<file path="config.mk">
export PLATFORM = sky130hd
export DESIGN_NAME = adv_timer_deadtime_gen
export DESIGN_NICKNAME = d
export VERILOG_FILES = /design/src/rtl/adv_timer_deadtime_gen.sv
export SDC_FILE = /design/constraint.sdc
export NUM_CORES = 1
export LEC_CHECK = 0
export BUFFER_PORTS_ARGS = -buffer_cell sky130_fd_sc_hd__buf_4
export CAP_MARGIN = 20
export CELL_PAD_IN_SITES_DETAIL_PLACEMENT = 1
export CELL_PAD_IN_SITES_GLOBAL_PLACEMENT = 2
export CORE_ASPECT_RATIO = 1.5
export CORE_UTILIZATION = 36
export DETAILED_ROUTE_END_ITERATION = 8
export MAX_ROUTING_LAYER = met4
export PLACE_DENSITY_LB_ADDON = 0.08
export SYNTH_ARGS = -nofsm -noshare
export SYNTH_HDL_FRONTEND = slang
export SYNTH_SLANG_ARGS = --single-unit
</file>
<file path="constraint.sdc">
create_clock -name clk_i -period 2.96 [get_ports clk_i]
set_clock_uncertainty 0.1 [all_clocks]
set_input_delay 0.148 -clock clk_i [delete_from_list [all_inputs] [get_ports clk_i]]
set_output_delay 0.148 -clock clk_i [all_outputs]
set_load 0.01 [all_outputs]
</file>
<file path="src/rtl/adv_timer_deadtime_gen.sv">
`default_nettype none
// ============================================================================
// Module   : adv_timer_deadtime_gen
// Brief    : Complementary high/low-side PWM pairs with programmable dead time
//            and a global sticky fault shutdown.
// Revision : 1.0
// ============================================================================
module adv_timer_deadtime_gen #(
    parameter int N_CH     = 4,
    parameter int DT_WIDTH = 8
) (
    input  logic                clk_i,
    input  logic                rst_i,
    input  logic                cfg_en_i,
    input  logic                cfg_update_i,
    input  logic [DT_WIDTH-1:0] cfg_dt_i,
    input  logic                cfg_clr_i,
    input  logic [N_CH-1:0]     pwm_i,
    input  logic                fault_i,
    output logic [N_CH-1:0]     pwm_hi_o,
    output logic [N_CH-1:0]     pwm_lo_o,
    output logic [N_CH-1:0]     dt_active_o,
    output logic                fault_o
);

    typedef enum logic [2:0] {
        S_OFF   = 3'd0,
        S_LO_ON = 3'd1,
        S_DT_HI = 3'd2,
        S_HI_ON = 3'd3,
        S_DT_LO = 3'd4,
        S_FLT   = 3'd5
    } state_t;

    localparam logic [DT_WIDTH-1:0] c_CNT_ONE = DT_WIDTH'(1);

    logic [DT_WIDTH-1:0] r_dt_q;
    logic                r_fault;
    logic                w_dt_zero;

    assign w_dt_zero = (r_dt_q == '0);
    assign fault_o   = r_fault;

    // A new dead-time value only affects later loads; running countdowns keep theirs.
    always_ff @(posedge clk_i) begin
        if (rst_i) begin
            r_dt_q  <= '0;
            r_fault <= 1'b0;
        end else begin
            if (cfg_update_i) begin
                r_dt_q <= cfg_dt_i;
            end
            if (fault_i) begin
                r_fault <= 1'b1;
            end else if (cfg_clr_i) begin
                r_fault <= 1'b0;
            end
        end
    end

    for (genvar g = 0; g < N_CH; g++) begin : g_ch
        state_t              r_state;
        state_t              w_nxt_state;
        logic [DT_WIDTH-1:0] r_cnt;
        logic [DT_WIDTH-1:0] w_nxt_cnt;
        logic                r_hi;
        logic                r_lo;
        logic                r_dt;

        always_comb begin
            w_nxt_state = r_state;
            w_nxt_cnt   = r_cnt;
            if (fault_i) begin
                w_nxt_state = S_FLT;
            end else if (r_state == S_FLT) begin
                if (cfg_clr_i) begin
                    w_nxt_state = S_OFF;
                end
            end else if (!cfg_en_i) begin
                w_nxt_state = S_OFF;
            end else begin
                case (r_state)
                    S_OFF, S_LO_ON, S_HI_ON: begin
                        // Load dead time on entry or on a pwm edge seen in a steady state.
                        if (pwm_i[g] && (r_state != S_HI_ON)) begin
                            w_nxt_cnt   = r_dt_q;
                            w_nxt_state = w_dt_zero ? S_HI_ON : S_DT_HI;
                        end else if (!pwm_i[g] && (r_state != S_LO_ON)) begin
                            w_nxt_cnt   = r_dt_q;
                            w_nxt_state = w_dt_zero ? S_LO_ON : S_DT_LO;
                        end
                    end
                    S_DT_HI: begin
                        if (!pwm_i[g]) begin
                            w_nxt_state = S_LO_ON;
                        end else if (r_cnt == c_CNT_ONE) begin
                            w_nxt_state = S_HI_ON;
                        end else begin
                            w_nxt_cnt = r_cnt - c_CNT_ONE;
                        end
                    end
                    S_DT_LO: begin
                        if (pwm_i[g]) begin
                            w_nxt_state = S_HI_ON;
                        end else if (r_cnt == c_CNT_ONE) begin
                            w_nxt_state = S_LO_ON;
                        end else begin
                            w_nxt_cnt = r_cnt - c_CNT_ONE;
                        end
                    end
                    default: w_nxt_state = S_OFF;
                endcase
            end
        end

        // Outputs are registered from the next state so they line up with r_state.
        always_ff @(posedge clk_i) begin
            if (rst_i) begin
                r_state <= S_OFF;
                r_cnt   <= '0;
                r_hi    <= 1'b0;
                r_lo    <= 1'b0;
                r_dt    <= 1'b0;
            end else begin
                r_state <= w_nxt_state;
                r_cnt   <= w_nxt_cnt;
                r_hi    <= (w_nxt_state == S_HI_ON);
                r_lo    <= (w_nxt_state == S_LO_ON);
                r_dt    <= (w_nxt_state == S_DT_HI) || (w_nxt_state == S_DT_LO);
            end
        end

        assign pwm_hi_o[g]    = r_hi;
        assign pwm_lo_o[g]    = r_lo;
        assign dt_active_o[g] = r_dt;
    end

endmodule
`default_nettype wire
</file>
=== Word level (Yosys, flattened, before mapping) ===
Cells that the tools add are included.
W data, S select, Z words.

* Word-level logic and storage cells: 197
* Register bits: 65

* Reduce and logical (&&, ||, !) cells: 34
* Muxes and demuxes: 72
* $add $sub $neg: 4
* Equal/unequal tests: 60
* Bitwise logic cells: 5

{| class="wikitable"
|+ Operator list
! cell !! number
|-
| $mux W8 || 20
|-
| $mux W3 || 41
|-
| $pmux W8 S3 || 4
|-
| $eq A3 B2 Y1 const B || 16
|-
| $eq A3 B3 Y1 const B || 12
|-
| $pmux W3 S3 || 4
|-
| $eq A8 B1 Y1 const B || 4
|-
| $sub A8 B1 Y8 const B || 4
|-
| $reduce_and A7 Y1 || 4
|-
| $eq A3 B1 Y1 const B || 8
|-
| $ne A2 B2 Y1 const B || 8
|-
| $logic_not A3 Y1 || 4
|-
| $ne A3 B1 Y1 const B || 4
|-
| $ne A3 B2 Y1 const B || 4
|-
| $ne A3 B3 Y1 const B || 4
|-
| $reduce_bool A3 Y1 || 4
|-
| $reduce_or A3 Y1 || 4
|-
| $logic_and A1 B1 Y1 || 8
|-
| $logic_not A8 Y1 || 1
|-
| $not A1 Y1 || 5
|-
| $logic_not A1 Y1 || 4
|-
| $logic_or A1 B1 Y1 || 4
|-
| $mux W1 || 3
|-
| $reduce_bool A2 Y1 || 1
|}

=== Depth between registers and ports, before layout ===
* Depth in word-level cells: 10
* Depth in mapped cells: 8

=== Least setup slack after synthesis ===
OpenSTA, ideal clock, no wires.

* Path type: register to register
* Start point: reg g_ch[3].r_cnt[1]
* End point: reg g_ch[3].r_cnt[0]
* Path buffers: 0
* Path slack: 0.916 ns
* Stages on the path, launching flop included: 8
* Arrival time: 1.869 ns
* Path through: dfxtp_1 > inv_1 > ha_1 > nor3b_1 > a2111oi_1 > a211oi_2 > or3b_2 > a31oi_1

* Word-level cells in the longest chain between the ends: 4

{| class="wikitable"
|+ RTL lines
! element !! RTL line !! source
|-
| from (decl) || 64 || <nowiki>logic [DT_WIDTH-1:0] r_cnt;</nowiki>
|-
| from (signal assigned) || 126 || <nowiki>r_cnt <= w_nxt_cnt;</nowiki>
|-
| $eq A8 B1 Y1 * || 96, 105 ||
|-
| $mux W8 * || -- ||
|-
| $mux W8 (on tied branches) || -- ||
|-
| $pmux W8 S3 * || -- ||
|}

Mark *: on every way between the ends. The rest lies on a longest branch, timed or not. The select of a mux whose other input is x is not followed.
A chain may end at the register's enable or synchronous reset.

=== Final worst setup path ===
* Start point: reg g_ch[0].r_state[1]
* End point: reg g_ch[0].r_cnt[3]

* Word-level cells in the longest chain between the ends: 4

{| class="wikitable"
|+ RTL lines
! element !! RTL line !! source
|-
| from (decl) || 62 || <nowiki>state_t r_state;</nowiki>
|-
| from (signal assigned) || 125 || <nowiki>r_state <= w_nxt_state;</nowiki>
|-
| $eq A3 B1 Y1, or another cell as far along || 82 || <nowiki>case (r_state)</nowiki>
|-
| $reduce_or A3 Y1, or another cell as far along || 82 ||
|-
| $ne A3 B3 Y1 (no source line), or another cell as far along || -- ||
|-
| $reduce_and A7 Y1 (no source line) or $pmux W8 S3 (tied branches) || -- ||
|-
| to (signal assigned) || 126 ||
|-
| to (decl) || 64 ||
|}

Several ways; a longest one is shown, not always the timed one.

==> results.cfg <==
[yosys]
netlist.area_leader.share_pct = 32.7
postSynthCellCount = 504
synthTopCellsByArea = dfxtp_1 33%, a21oi_1 6.4%, nor2_1 4.2%, nand2_1 3.3%, o31ai_1 2.6%
synth_ff_type = dfxtp_1
synth_edf_count = 0
synthArstFlopShare_pct = 0
syn_nets = 530
netlist_area_mm2 = 0.00398
yosys.area.top_type = dfxtp_1
syn_avg_cell_area_um2 = 7.89
synth-seq-area-share_pct = 32.7
ys_types = 70
yosys_warnings = 0
synth.ff_latch_count = 65

[clock_network]
post-cts-setup-buffer-count = 0
cts-resized-gates = 0
clock-sinks = 65
htreeDepth = 3
clk_path_buf_depth = 2
worstSkewPairLatency_ns = 0.34
cts_tree = yes
numCtsBuffers = 9
cts_root_buf = clkbuf_16
clk_pin_slew_worst_paths_ns = 0.06

[pwr]
leakage_nw = 1.76
pwr-share-seq_pct = 38.3
swShare_pct = 29.9
power_frac_clock_pct = 41.4
ir_drop_uv = 307
p_int_mw = 1.83
switchingPower_mw = 0.783
power.total_mw = 2.62
powerDensity_mw_per_mm2 = 567
combPwrFrac_pct = 20.3

[drt]
post_drt_via_cell_ratio = 5.89
route.vias.total = 3920
drt_iter0_drc = 142
drt_wl_total_um = 12500
wire_per_inst_um = 18.8
ant_nets = 0
drc = 0
drtPass1Iterations = 4

[setup_path]
cp.required_ns = 3.11
critPathMaxFanout = 12
endpoint_kind = flop
path_cells = o21bai_1 -> a221o_1 -> a21oi_1 -> o21ai_0 -> a221oi_1
worst_setup_path_start_kind = flop
slowest_stage = a21oi_1
crit_arrival_ns = 2.60
crit_path_max_incr_delay_ns = 0.65
crit_type = flop to flop

[placed_design]
io_buffers = 30
place_hpwl_um = 8810
dp.cells = 642
place.gp.congestion = 0.783
pre_cts_ws_ns = 0.490

[floorplan]
dieHeight_um = 131
core-area_mm2 = 0.0106
die_w_um = 87.8
num_io_pins = 31
fp.dieArea_mm2 = 0.0115
start_util_pct = 37.3
rows = 46

[grt]
grt_max_degree = 35
antenna_found_initial = 0
grt_pass1_vias = 3890
track_usage_pct = 23.9
grt-ovfl-total = 0
grt_first_pass_wirelength_um = 20100

[sta]
max_freq_mhz = 407
slew_violations = 0
rsz0062_at_grt = false
period_needed_ns = 2.46
finalSetupViolCount = 0
tightestPinTransition_ns = 0.826
fin_tns_setup_ns = 0
whs_ns = 0.0361
slew_headroom_pct = 44.9
finalHoldViolations = 0
fin_ws_ns = 0.504
period_share_pct = 83.0

[run_status]
status = finished, final reports clean

[cells_and_area]
n_antenna_cell = 0
fillers = 1282
synthToLayoutAreaGrowth_pct = 16.0
final_layout_size_suffix_gt1_share_pct = 13.4
seq_area_mm2 = 0.00130
layout_common_cells = 65 x dfxtp_1, 51 x a21oi_1, 45 x nor2_1
fin_nets = 543
multi_input_area_mm2 = 0.00237
fin_cells = 665
layout_commonest_cell = dfxtp_1

[job]
drv_cap = 0

[hold_path]
hold_path.class = primary input to flop
==> synth_stat cells (5+ instances only) <==
master / instances
a211oi_1: 6
a21oi_1: 51
a31oi_1: 7
and2_1: 7
buf_2: 7
buf_4: 12
clkbuf_1: 27
dfxtp_1: 65
ha_1: 8
inv_1: 19
mux2i_1: 10
nand2_1: 35
nand2b_1: 12
nand3_1: 6
nor2_1: 45
nor2b_1: 10
nor3_1: 15
nor3b_1: 7
nor4_1: 14
o211ai_1: 5
o21ai_0: 18
o22ai_1: 5
o311ai_0: 11
o31ai_1: 14
xor2_1: 5
==> cell families (layout without fill, tap and decap cells) <==
group	Yosys count	count (layout)	synth area share [%]
multiplexers	11	11	2.80
adder cells (fa/ha/maj)	8	8	2.52
XOR/XNOR	9	9	1.98
buffers and inverters	66	83	7.58
flip-flops	65	65	32.7
AND/OR/NAND/NOR	184	184	25.0
AO/OA/AOI/OAI	161	161	27.3
==> sequential cells by signal, indices dropped and copies added (netlist names) <==
signal	flops
g_ch.r_cnt	32
g_ch.r_state	12
g_ch.r_hi	4
r_dt_q	8
g_ch.r_dt	4
fault_o	1
g_ch.r_lo	4
==> power groups by stage <==
stage                     registers [mW]  logic (mW)  clock network (mW)
after CTS                           1.00       0.534                1.11
after detailed placement            1.02       0.522                   0
after global placement              1.02       0.512                   0
after global routing                1.01       0.593                1.14
after floorplan                    0.979       0.396                   0
final                               1.00       0.531                1.08
==> metal layers <==
metal | vias up | global-route usage (%) | share of wire (%)
met5 | - | - | 0
met4 | 0 | 8.20 | 1.8
met3 | 20 | 3.20 | 2.5
met2 | 55 | 42.9 | 52
met1 | 1949 | 27.0 | 43
li1 | 1896 | - | -
==> timing repair <==
item / in CTS / in global routing
endpoints found under the hold margin: 8 / 0
setup endpoints to repair: 0 / 0
hold buffers: 8 / 0
==> cell type report <==
cell class / count / share of cell area, %
Multi-Input combinational cell: 373 / 51.5
Sequential cell: 65 / 28.2
Timing Repair Buffer: 49 / 8.41
Clock buffer: 12 / 5.56
Tap cell: 144 / 3.91
Inverter: 19 / 1.55
Clock inverter: 3 / 0.868
==> final timing paths <==
kind,slack (ns),cells after the start,from,to
worst max register to register,0.50,5,g_ch[0].r_state[1]$_SDFF_PP0_,g_ch[0].r_cnt[3]$_SDFFE_PP0P_
worst max-delay path,0.50,5,g_ch[0].r_state[1]$_SDFF_PP0_,g_ch[0].r_cnt[3]$_SDFFE_PP0P_
worst min register to register,0.37,2,fault_o$_SDFFE_PP0P_,fault_o$_SDFFE_PP0P_
worst min-delay path,0.04,2,fault_i,g_ch[0].r_state[1]$_SDFF_PP0_
==> critical path, delay by kind of cell (launching register included) <==
family,cells,cell delay [ns]
AO/OA/AOI/OAI,5,1.72
flip-flops,1,0.54
==> metrics by stage <==
step	area, um2	util (%)
final	4610	43.3
after global routing	4610	43.3
after CTS	4610	43.3
after detailed placement	4230	39.8
after global placement	4230	39.8
after floorplan	3980	-
Note: power is estimated with default switching activity, not from simulation.
